`src/rtl/rv_axil_pkg.sv`:
```
// Shared types and AXI4-Lite constants for the rv32 core to AXI4-Lite bridge.
package rv_axil_pkg;

    typedef logic [31:0] u32_t;
    typedef logic [3:0]  u4_t;

    typedef enum logic [2:0] {
        StIdle,
        StWreq,
        StWresp,
        StRreq,
        StRdata,
        StDone
    } axil_state_t;

    localparam logic [1:0] AXI_RESP_OKAY   = 2'b00;
    localparam logic [1:0] AXI_RESP_EXOKAY = 2'b01;
    localparam logic [1:0] AXI_RESP_SLVERR = 2'b10;
    localparam logic [1:0] AXI_RESP_DECERR = 2'b11;

endpackage

```
`src/rtl/rv_axil_bridge.sv`:
```
// Turns single core data-bus accesses inside [BASE, BASE + 2**AW_WIN) into AXI4-Lite transfers.
// Optional first-error capture (err/err_adr/err_clr) is built when RV_AXIL_ERR_CAPTURE_EN is defined.
module rv_axil_bridge
    import rv_axil_pkg::*;
#(
    parameter logic [31:0] BASE   = 32'hC000_0000,
    parameter int unsigned AW_WIN = 24
) (
    input  logic        cclk,
    input  logic        reset,
    input  u32_t        adr,
    input  u4_t         we,
    input  logic        re,
    input  u32_t        dw,
    output u32_t        dr,
    output logic        rdy,
    output u32_t        m_awaddr,
    output logic        m_awvalid,
    input  logic        m_awready,
    output u32_t        m_wdata,
    output u4_t         m_wstrb,
    output logic        m_wvalid,
    input  logic        m_wready,
    input  logic [1:0]  m_bresp,
    input  logic        m_bvalid,
    output logic        m_bready,
    output u32_t        m_araddr,
    output logic        m_arvalid,
    input  logic        m_arready,
    input  u32_t        m_rdata,
    input  logic [1:0]  m_rresp,
    input  logic        m_rvalid,
`ifdef RV_AXIL_ERR_CAPTURE_EN
    output logic        err,
    output u32_t        err_adr,
    input  logic        err_clr,
`endif
    output logic        m_rready
);

    axil_state_t state_q, state_d;
    logic awvalid_q, awvalid_d, wvalid_q, wvalid_d, bready_q, bready_d;
    logic arvalid_q, arvalid_d, rready_q, rready_d;
    logic rd_done_q, rd_done_d, dr_en_q, dr_en_d;
    u32_t addr_q, addr_d, wdata_q, wdata_d, rdata_q, rdata_d;
    u4_t  wstrb_q, wstrb_d;
    logic sel, wreq, rreq;

    assign sel  = (adr[31:AW_WIN] == BASE[31:AW_WIN]);
    assign wreq = sel && (we != 4'b0000);
    assign rreq = sel && re && (we == 4'b0000);

    always_comb begin
        state_d   = state_q;
        awvalid_d = awvalid_q;
        wvalid_d  = wvalid_q;
        bready_d  = bready_q;
        arvalid_d = arvalid_q;
        rready_d  = rready_q;
        addr_d    = addr_q;
        wdata_d   = wdata_q;
        wstrb_d   = wstrb_q;
        rdata_d   = rdata_q;
        rd_done_d = 1'b0;
        // Read data appears on dr the cycle after DONE, like rv_mem's registered read.
        dr_en_d   = rd_done_q;
        rdy       = 1'b0;
        unique case (state_q)
            StIdle: begin
                rdy = !wreq && !rreq;
                if (wreq) begin
                    addr_d    = {adr[31:2], 2'b00};
                    wdata_d   = dw;
                    wstrb_d   = we;
                    awvalid_d = 1'b1;
                    wvalid_d  = 1'b1;
                    state_d   = StWreq;
                end else if (rreq) begin
                    addr_d    = {adr[31:2], 2'b00};
                    arvalid_d = 1'b1;
                    state_d   = StRreq;
                end
            end
            StWreq: begin
                // AW and W retire independently; move on once both have handshaken.
                awvalid_d = awvalid_q && !m_awready;
                wvalid_d  = wvalid_q && !m_wready;
                if (!awvalid_d && !wvalid_d) begin
                    bready_d = 1'b1;
                    state_d  = StWresp;
                end
            end
            StWresp: begin
                if (m_bvalid) begin
                    bready_d = 1'b0;
                    state_d  = StDone;
                end
            end
            StRreq: begin
                if (m_arready) begin
                    arvalid_d = 1'b0;
                    rready_d  = 1'b1;
                    state_d   = StRdata;
                end
            end
            StRdata: begin
                if (m_rvalid) begin
                    rdata_d   = m_rdata;
                    rready_d  = 1'b0;
                    rd_done_d = 1'b1;
                    state_d   = StDone;
                end
            end
            StDone: begin
                rdy     = 1'b1;
                state_d = StIdle;
            end
            default: state_d = StIdle;
        endcase
    end

    always_ff @(posedge cclk) begin
        if (reset) begin
            state_q   <= StIdle;
            awvalid_q <= 1'b0;
            wvalid_q  <= 1'b0;
            bready_q  <= 1'b0;
            arvalid_q <= 1'b0;
            rready_q  <= 1'b0;
            addr_q    <= '0;
            wdata_q   <= '0;
            wstrb_q   <= '0;
            rdata_q   <= '0;
            rd_done_q <= 1'b0;
            dr_en_q   <= 1'b0;
        end else begin
            state_q   <= state_d;
            awvalid_q <= awvalid_d;
            wvalid_q  <= wvalid_d;
            bready_q  <= bready_d;
            arvalid_q <= arvalid_d;
            rready_q  <= rready_d;
            addr_q    <= addr_d;
            wdata_q   <= wdata_d;
            wstrb_q   <= wstrb_d;
            rdata_q   <= rdata_d;
            rd_done_q <= rd_done_d;
            dr_en_q   <= dr_en_d;
        end
    end

    assign m_awaddr  = addr_q;
    assign m_araddr  = addr_q;
    assign m_wdata   = wdata_q;
    assign m_wstrb   = wstrb_q;
    assign m_awvalid = awvalid_q;
    assign m_wvalid  = wvalid_q;
    assign m_bready  = bready_q;
    assign m_arvalid = arvalid_q;
    assign m_rready  = rready_q;
    assign dr        = dr_en_q ? rdata_q : '0;

`ifdef RV_AXIL_ERR_CAPTURE_EN
    logic err_q, err_d, new_err;
    u32_t err_adr_q, err_adr_d;

    assign new_err = (state_q == StWresp && m_bvalid && m_bresp[1]) ||
                     (state_q == StRdata && m_rvalid && m_rresp[1]);

    always_comb begin
        err_d     = err_q;
        err_adr_d = err_adr_q;
        if (err_clr) begin
            err_d = 1'b0;
        end else if (!err_q && new_err) begin
            err_d     = 1'b1;
            err_adr_d = addr_q;
        end
    end

    always_ff @(posedge cclk) begin
        if (reset) begin
            err_q     <= 1'b0;
            err_adr_q <= '0;
        end else begin
            err_q     <= err_d;
            err_adr_q <= err_adr_d;
        end
    end

    assign err     = err_q;
    assign err_adr = err_adr_q;

    logic unused_adr;
    assign unused_adr = ^adr[1:0];
`else
    logic unused_resp;
    assign unused_resp = ^{m_bresp, m_rresp, adr[1:0]};
`endif

endmodule

```
`config.mk`:
```
export PLATFORM = sky130hd
export DESIGN_NAME = rv_axil_bridge
export DESIGN_NICKNAME = d
export VERILOG_FILES = /design/src/rtl/rv_axil_pkg.sv /design/src/rtl/rv_axil_bridge.sv
export SDC_FILE = /design/constraint.sdc
export NUM_CORES = 1
export LEC_CHECK = 0
export CORE_ASPECT_RATIO = 0.8
export CORE_UTILIZATION = 42
export CTS_CLUSTER_SIZE = 28
export DETAILED_ROUTE_END_ITERATION = 10
export PLACE_DENSITY = 0.95
export SLEW_MARGIN = 10
export SYNTH_ARGS = -nofsm -noshare
export SYNTH_HDL_FRONTEND = slang
export SYNTH_SLANG_ARGS = --single-unit
```
`constraint.sdc`:
```
create_clock -name cclk -period 3.8 [get_ports cclk]
set_input_delay 0.76 -clock cclk [delete_from_list [all_inputs] [get_ports cclk]]
set_output_delay 0.76 -clock cclk [all_outputs]
set_load 0.01 [all_outputs]
```
==> qor.txt, run 1 <==
Worst-skew pair later-pin latency: 0.34 ns
Chip width: 117.0 um
Drt pass-1 iters: 4
Clk_skew: 0.007234 ns
H-tree levels: 3
Top cell type's share of synthesized area: 48.69%
Synth-to-Final Area Change: 54.97%
Hold-fix buffers, CTS: 0
Antenna violations before repair: 0
Fill count: 813
Max-cap violations: 0
Die Span Y: 93.97 um
CP dominant cell by count: clkdlybuf4s50_1
Root Buffer: clkbuf_16
CP endpoint kind: output port
#FFs+latches synth: 108
Endpoints failing hold: 0
Vias: 4268
Synth area leaders: dfxtp_1, nand2_1, a21oi_1
IR Drop Worst-Case VDD: 0.0002819 V
Slew Limit Fails: 0
Leak Pwr: 2.335 nW
Register area share after synthesis: 48.69%
Core area: 0.01028 sq mm
Slew headroom: 29.29%
DPL Wire Length: 8.649 mm
DR iter-0 viols: 226
Vias in the first global route: 3822
WS Path Type: in -> out
TritonCTS Buffers: 9
DRC errors left: 0
Reg2Reg Setup Slack: 1.60 ns
Antenna cells: 0
Initial core utilization: 43.19%
Ports: 250
Post-Synthesis Cells: 555
Hold Crit Depth: 1
Data required, critical path: 3.04 ns
Design Area, Final: 0.006882 sq mm
RR Endpoint: m_wdata[28]
CTS tree: yes
Num Clock Sinks: 108
CP max stage cell: clkdlybuf4s50_1
Full die area: 0.01099 sq mm
Antenna Violating Nets Remaining: 0
Tot Pwr: 2.534 mW
Final setup TNS: 0 ns
Vias per cell: 4.812
Final net count: 855
Count of different cell masters after synthesis: 34
Critical path startpoint category: input port
Global-route wire length before repair: 18.02 mm
PwrDens: 368.2 mW/mm^2
Overall Global Routing Usage: 21.41%
# setup viols final: 0
Worst Tran Pin Value: 1.061 ns
Post-synthesis area per instance: 8.001 sq um
Largest net degree at the start of global routing: 105
Dpl ws: 0.1800 ns
PortBufs: 239
Post-CTS setup buffer count: 0
Critical Path AT: 2.85 ns
Worst Slack Setup Final: 0.1883 ns
Worst Setup SP: we[3]
Worst Reg-to-Reg Cells: 4
Crit-path cells: clkdlybuf4s50_1, or4_1, o211ai_1, nand2_1, a21oi_1, clkdlybuf4s50_1
Clock transition at the registers of the reported paths: 0.06 ns
Crit-path max FO: 3
Synth Cell Area: 0.004441 sq mm
Syn. warnings: 0
Max Freq: 276.9 MHz
Tmin final: 3.612 ns
Max incr delay on CP: 0.58 ns
Layout cells sized above 1: 3.882%
Total gr overflow: 0
RePlAce Congestion: 0.8066
Clock buffer depth: 2
Hold WC Path Type: reg -> reg
Placed Area: 0.006598 sq mm
Synth area leader: dfxtp_1
RSZ-0062 raised after global routing: no
Post-route clock period utilization: 95.05%
Crit path to: rdy
Post-CTS Resized: 0
Total Routed Length: 11.98 mm
Reg-to-Reg Start: state_q[1]
Status: completed
Core Rows: 33
WL per Instance: 13.50 um
## synthesized netlist by cell type, drive strengths merged
cell type,number
o2111a,1
a21oi,97
nor4,1
o31ai,2
nand3,2
clkbuf,22
or3,1
and2,39
nor3b,1
nor3,3
o211ai,2
and4,2
o2111ai,1
a221o,1
a31oi,2
o311ai,2
nor2,15
dfxtp,108
conb,1
buf,48
o21ai,3
or4,1
nand2,189
nand4,2
inv,4
nor2b,3
nor4b,2
## cell usage in the layout (no fill, tap or decap), types with 2 or more instances in the layout
cell type	Yosys	layout
clkdlybuf4s50_1	0	238
nand2_1	189	189
dfxtp_1	108	108
a21oi_1	95	95
and2_1	39	39
nor2_1	14	14
clkbuf_16	0	9
buf_4	36	6
inv_1	4	4
conb_1	1	4
nor2b_1	3	3
o21ai_0	3	3
nor4b_4	2	2
o211ai_1	2	2
o311ai_0	2	2
nor3_1	2	2
a31oi_1	2	2
a21oi_2	2	2
o31ai_1	2	2
nand3_1	2	2
clkbuf_1	22	2
## cell families after synthesis
group           count (synthesis)  synth area share (%)
flops                         108                 48.69
simple gates                  261                 26.71
compound gates                111                 13.89
other cells                     1               0.08445
buf+inv                        74                 10.62
## metal layers
metal	track usage, %	vias to the layer above	wire length (um)
li1	-	2127	-
met4	6.962	0	197
met5	0	-	0
met1	22.84	1958	4654
met3	7.806	18	1020
met2	38.86	165	6103
## area by class of cell
class	count	area, sq um	area share (%)
Clock buffer	11	232.7	3.382
Clock inverter	4	51.30	0.7455
Inverter	4	15.01	0.2182
Multi-Input combinational cell	376	1818	26.42
Sequential cell	108	2162	31.42
Tap cell	140	175.2	2.545
Timing Repair Buffer	244	2427	35.27
## worst min-delay path by stage
| stage | start | to | slack [ns] |
|---|---|---|---|
| after CTS | dr_en_d | dr_en_q | 0.44 |
| after detailed placement | dr_en_d | dr_en_q | 0.43 |
| after floorplan | dr_en_d | dr_en_q | 0.41 |
| after global routing | dr_en_d | dr_en_q | 0.46 |
| after global placement | dr_en_d | dr_en_q | 0.42 |
| final | dr_en_d | dr_en_q | 0.44 |
## worst max-delay path, delay by kind of cell
family	cells	cell delay (ns)
simple gates	2	0.66
buf+inv	2	1.00
compound gates	2	0.44
## report_power, final
| group | internal (mW) | switching (mW) | leakage (nW) | total, mW |
|---|---|---|---|---|
| Combinational | 0.207 | 0.191 | 1.33 | 0.398 |
| Sequential | 1.18 | 0.0574 | 0.871 | 1.24 |
| Clock | 0.508 | 0.392 | 0.136 | 0.900 |
| Total | 1.89 | 0.640 | 2.33 | 2.53 |
## registers in the layout (all words and copies together) (netlist names), 3 cells and up
| register | cells |
|---|---|
| m_araddr | 30 |
| m_wdata | 32 |
| m_wstrb | 4 |
| rdata_q | 32 |
| state_q | 3 |
## per-stage QoR
stage / instances / hold slack (ns) / util (%)
after detailed placement: 872 / 0.4285 / 64.17
after CTS: 887 / 0.4436 / 66.93
final: 887 / 0.4389 / 66.93
after global routing: 887 / 0.4627 / 66.93
after global placement: 872 / 0.4164 / 64.17
after floorplan: 558 / 0.4138 / -
Power figures use the tool's default switching activity.
==> inputs of run 2 (changes only) <==
- CORE_ASPECT_RATIO: 0.8 -> not set
- CORE_MARGIN: not set -> 3
- CORE_UTILIZATION: 42 -> 40
- PLACE_DENSITY: 0.95 -> 0.94
==> qor.txt, run 2 (synthesis gave the netlist of run 1 again) <==
Status: completed
CP max stage cell: or4_1
Tot Pwr: 2.294 mW
Num Clock Sinks: 108
Gate power share: 17.2%
Clock transition at the registers of the reported paths: 0.09 ns
Largest net degree at the start of global routing: 83
Vias: 4255
Placed Area: 0.006600 sq mm
Crit-path max FO: 3
Total gr overflow: 0
Post-CTS setup buffer count: 0
Root Buffer: clkbuf_8
Post-CTS Resized: 0
Vias per cell: 4.808
Sw Share: 27.95%
Full die area: 0.01240 sq mm
Sw Pwr: 0.6412 mW
Die Span Y: 111.4 um
Ports: 250
Final net count: 856
CTS tree: yes
PortBufs: 239
DR iter-0 viols: 323
Endpoints failing hold: 0
Slew Limit Fails: 0
Slew headroom: 40.12%
Synth-to-Final Area Change: 52.78%
CP bufs+invs: 2
Initial core utilization: 42.07%
Post-route clock period utilization: 93.65%
Core Rows: 37
Vias in the first global route: 4096
Antenna cells: 0
Max-cap violations: 0
Global-route wire length before repair: 20.36 mm
Clock Power Share: 29.0%
Layout cells sized above 1: 4.272%
IR Drop Worst-Case VDD: 0.0002445 V
Antenna violations before repair: 0
CP top delay family: buffers and inverters
Leak Pwr: 2.300 nW
Tmin final: 3.559 ns
# setup viols final: 0
Most frequent cells in the layout: clkdlybuf4s50_1, nand2_1, dfxtp_1, a21oi_1, and2_1
Most common cell after layout, fill and taps aside: clkdlybuf4s50_1
Data required, critical path: 3.04 ns
Total Routed Length: 12.59 mm
Pint: 1.653 mW
Max incr delay on CP: 0.57 ns
Fill count: 903
Worst-skew pair later-pin latency: 0.36 ns
Hold WC Path Type: reg -> reg
Fraction of power consumed by sequential logic: 53.9%
Drt pass-1 iters: 5
Overall Global Routing Usage: 19.90%
Critical Path AT: 2.80 ns
RePlAce Congestion: 0.8071
Critical path startpoint category: input port
PwrDens: 338.1 mW/mm^2
Cell count after placement: 869
Clk_skew: 0.01125 ns
WS Path Type: in -> out
Final Instance Count excl. Fillers: 885
CP endpoint kind: output port
RSZ-0062 raised after global routing: no
Chip width: 111.4 um
Clock buffer depth: 2
DPL Wire Length: 9.257 mm
Hold-fix buffers, CTS: 0
CP dominant cell by count: clkdlybuf4s50_1
H-tree levels: 3
WL per Instance: 14.23 um
Antenna Violating Nets Remaining: 0
Core area: 0.01056 sq mm
Worst Tran Pin Value: 0.8961 ns
DRC errors left: 0
Max Freq: 281.0 MHz
Final setup TNS: 0 ns
Crit-path cells: clkdlybuf4s50_1, or4_1, o211ai_1, nand2_1, a21oi_1, clkdlybuf4s50_1
TritonCTS Buffers: 9
Design Area, Final: 0.006784 sq mm
## run 2: worst register-to-register path, cell delays in order (launching register included)
cell and delay, ns:
dfxtp_1 0.47, nor3_4 0.41, nand4_2 0.76, nand2_1 0.32, a21oi_1 0.09
## run 2: worst paths after layout
check	from	end	cells past startpoint	slack [ns]
worst max register to register	state_q[1]	m_wdata[4]	4	1.61
worst min-delay path	dr_en_d	dr_en_q	1	0.44
worst max-delay path	we[3]	rdy	6	0.24
worst min register to register	dr_en_d	dr_en_q	1	0.44
## run 2: area by class of cell
class	count	area, sq um	area share [%]
Timing Repair Buffer	245	2435	35.89
Sequential cell	108	2162	31.87
Multi-Input combinational cell	376	1818	26.80
Tap cell	136	170.2	2.508
Clock buffer	11	141.4	2.084
Clock inverter	5	42.54	0.6271
Inverter	4	15.01	0.2213
## run 2: power groups by stage
stage / Combinational (mW) / Sequential [mW] / Clock (mW)
after detailed placement: 0.393 / 1.26 / 0
after global placement: 0.387 / 1.26 / 0
final: 0.393 / 1.24 / 0.665
after floorplan: 0.238 / 1.23 / 0
after CTS: 0.396 / 1.23 / 0.691
after global routing: 0.439 / 1.25 / 0.739
## run 2: metal layers
layer,vias up,wire (um),track usage (%)
met5,-,0,0
met4,0,413,7.948
met3,32,847,5.815
met2,170,6455,35.18
met1,1921,4873,22.51
li1,2132,-,-
## run 2: stage by stage
| step | worst slack (ns) | hold WS, ns | util (%) |
|---|---|---|---|
| after floorplan | 1.098 | 0.4138 | - |
| after global placement | 0.2633 | 0.4176 | 62.53 |
| after detailed placement | 0.2523 | 0.4212 | 62.53 |
| after CTS | 0.2388 | 0.4443 | 64.27 |
| after global routing | 0.1308 | 0.4685 | 64.27 |
| final | 0.2412 | 0.4428 | 64.27 |
==> inputs of run 3 (changes only) <==
- CORE_UTILIZATION: 40 -> 35
- PLACE_DENSITY: 0.94 -> 0.88
- clock period: 3.8 -> 3.2 ns (I/O delays scaled with it)
==> qor.txt, run 3 (synthesis gave the netlist of run 1 again) <==
Data required, critical path: 2.56 ns
Overall Global Routing Usage: 17.21%
Full die area: 0.01407 sq mm
Die Span Y: 118.6 um
Tmin final: 2.992 ns
Num Clock Sinks: 108
Core area: 0.01221 sq mm
Cell count after placement: 906
PwrDens: 442.3 mW/mm^2
Hold Crit Depth: 1
Clock transition at the registers of the reported paths: 0.06 ns
Fill count: 1133
CP max stage cell: or4_1
Layout cells sized above 1: 4.907%
Post-route clock period utilization: 93.50%
DRC errors left: 0
Synth-to-Final Area Change: 57.48%
Worst Reg-to-Reg Cells: 4
Core Rows: 40
TritonCTS Buffers: 9
Total gr overflow: 0
Vias per cell: 4.540
Slew Limit Fails: 0
Total Routed Length: 12.41 mm
Max incr delay on CP: 0.57 ns
Vias in the first global route: 4027
Clk_skew: 0.008604 ns
Antenna cells: 0
Critical path startpoint category: input port
Hold WC Path Type: reg -> reg
Hold-fix buffers, CTS: 0
Worst Slack Setup Final: 0.2080 ns
Antenna Violating Nets Remaining: 0
Status: completed
Ports: 250
Vias: 4186
Root Buffer: clkbuf_16
Tot Pwr: 3.093 mW
Max Freq: 334.2 MHz
CP endpoint kind: output port
PortBufs: 239
Leak Pwr: 2.384 nW
Antenna violations before repair: 0
Final net count: 861
Endpoints failing hold: 0
Clock buffer depth: 2
Design Area, Final: 0.006993 sq mm
Critical Path AT: 2.35 ns
Initial core utilization: 36.36%
Dpl ws: -0.05962 ns
Crit-path cells: clkdlybuf4s50_1, or4_1, o211ai_1, nand2_1, a21oi_1, dlygate4sd2_1
Worst Tran Pin Value: 0.8397 ns
Drt pass-1 iters: 4
Most common cell after layout, fill and taps aside: clkdlybuf4s50_1
RePlAce Congestion: 0.8230
Global-route wire length before repair: 19.90 mm
End-of-flow core utilization: 57.26%
Largest net degree at the start of global routing: 79
Worst-skew pair later-pin latency: 0.34 ns
DR iter-0 viols: 242
Placed Area: 0.006678 sq mm
WL per Instance: 13.46 um
IR Drop Worst-Case VDD: 0.0004443 V
CTS tree: yes
Final Instance Count excl. Fillers: 922
Slew headroom: 44.02%
Chip width: 118.6 um
Most frequent cells in the layout: clkdlybuf4s50_1, nand2_1, dfxtp_1, a21oi_1, and2_1
Max-cap violations: 0
DPL Wire Length: 9.129 mm
Crit-path max FO: 2
H-tree levels: 3
# setup viols final: 0
WS Path Type: in -> out
RSZ-0062 raised after global routing: no
-- run 3: path summary, 6_finish.rpt --
path | from | to | slack, ns
setup reg to reg | state_q[1] | m_araddr[27] | 1.29
setup / recovery | we[3] | rdy | 0.21
hold reg to reg | dr_en_d | dr_en_q | 0.44
hold / removal | dr_en_d | dr_en_q | 0.44
-- run 3: worst max-delay path, delay by kind of cell --
| family | cells | cell delay (ns) |
|---|---|---|
| buffers and inverters | 2 | 0.71 |
| AND/OR/NAND/NOR | 2 | 0.64 |
| AO/OA/AOI/OAI | 2 | 0.36 |
-- run 3: layout make-up --
type | instances | area (sq um) | area share [%]
flip-flops and latches | 108 | 2162 | 30.92
multi-input cells | 376 | 1818 | 26.00
well taps | 168 | 210.2 | 3.006
clock buffers | 10 | 229.0 | 3.274
inverters | 4 | 15.01 | 0.2147
clock inverters | 6 | 87.58 | 1.252
repair buffers | 250 | 2471 | 35.34
-- run 3: timing repair --
| action | 4_1_cts | 5_1_grt |
|---|---|---|
| endpoints found under the setup margin | 1 | 0 |
| resized for setup | 1 | 0 |
| setup buffers | 0 | 0 |
-- run 3: metrics by stage --
stage | hold WS [ns] | TNS [ns]
after detailed placement | 0.4248 | -0.05962
after global placement | 0.4197 | -0.06376
final | 0.4358 | 0
after floorplan | 0.4138 | 0
after CTS | 0.4405 | 0
after global routing | 0.4677 | 0
-- run 3: metal layers --
layer	share of wire [%]	global-route usage (%)	vias up
met5	0	0	-
met4	2.3	6.517	0
met3	7.2	5.024	17
met2	51	30.05	148
met1	40	19.81	1881
li1	-	-	2140
-- run 3: report_power, final --
group / leakage, nW / internal [mW] / switching, mW
registers: 0.871 / 1.40 / 0.0638
clock network: 0.157 / 0.687 / 0.480
logic: 1.36 / 0.241 / 0.222
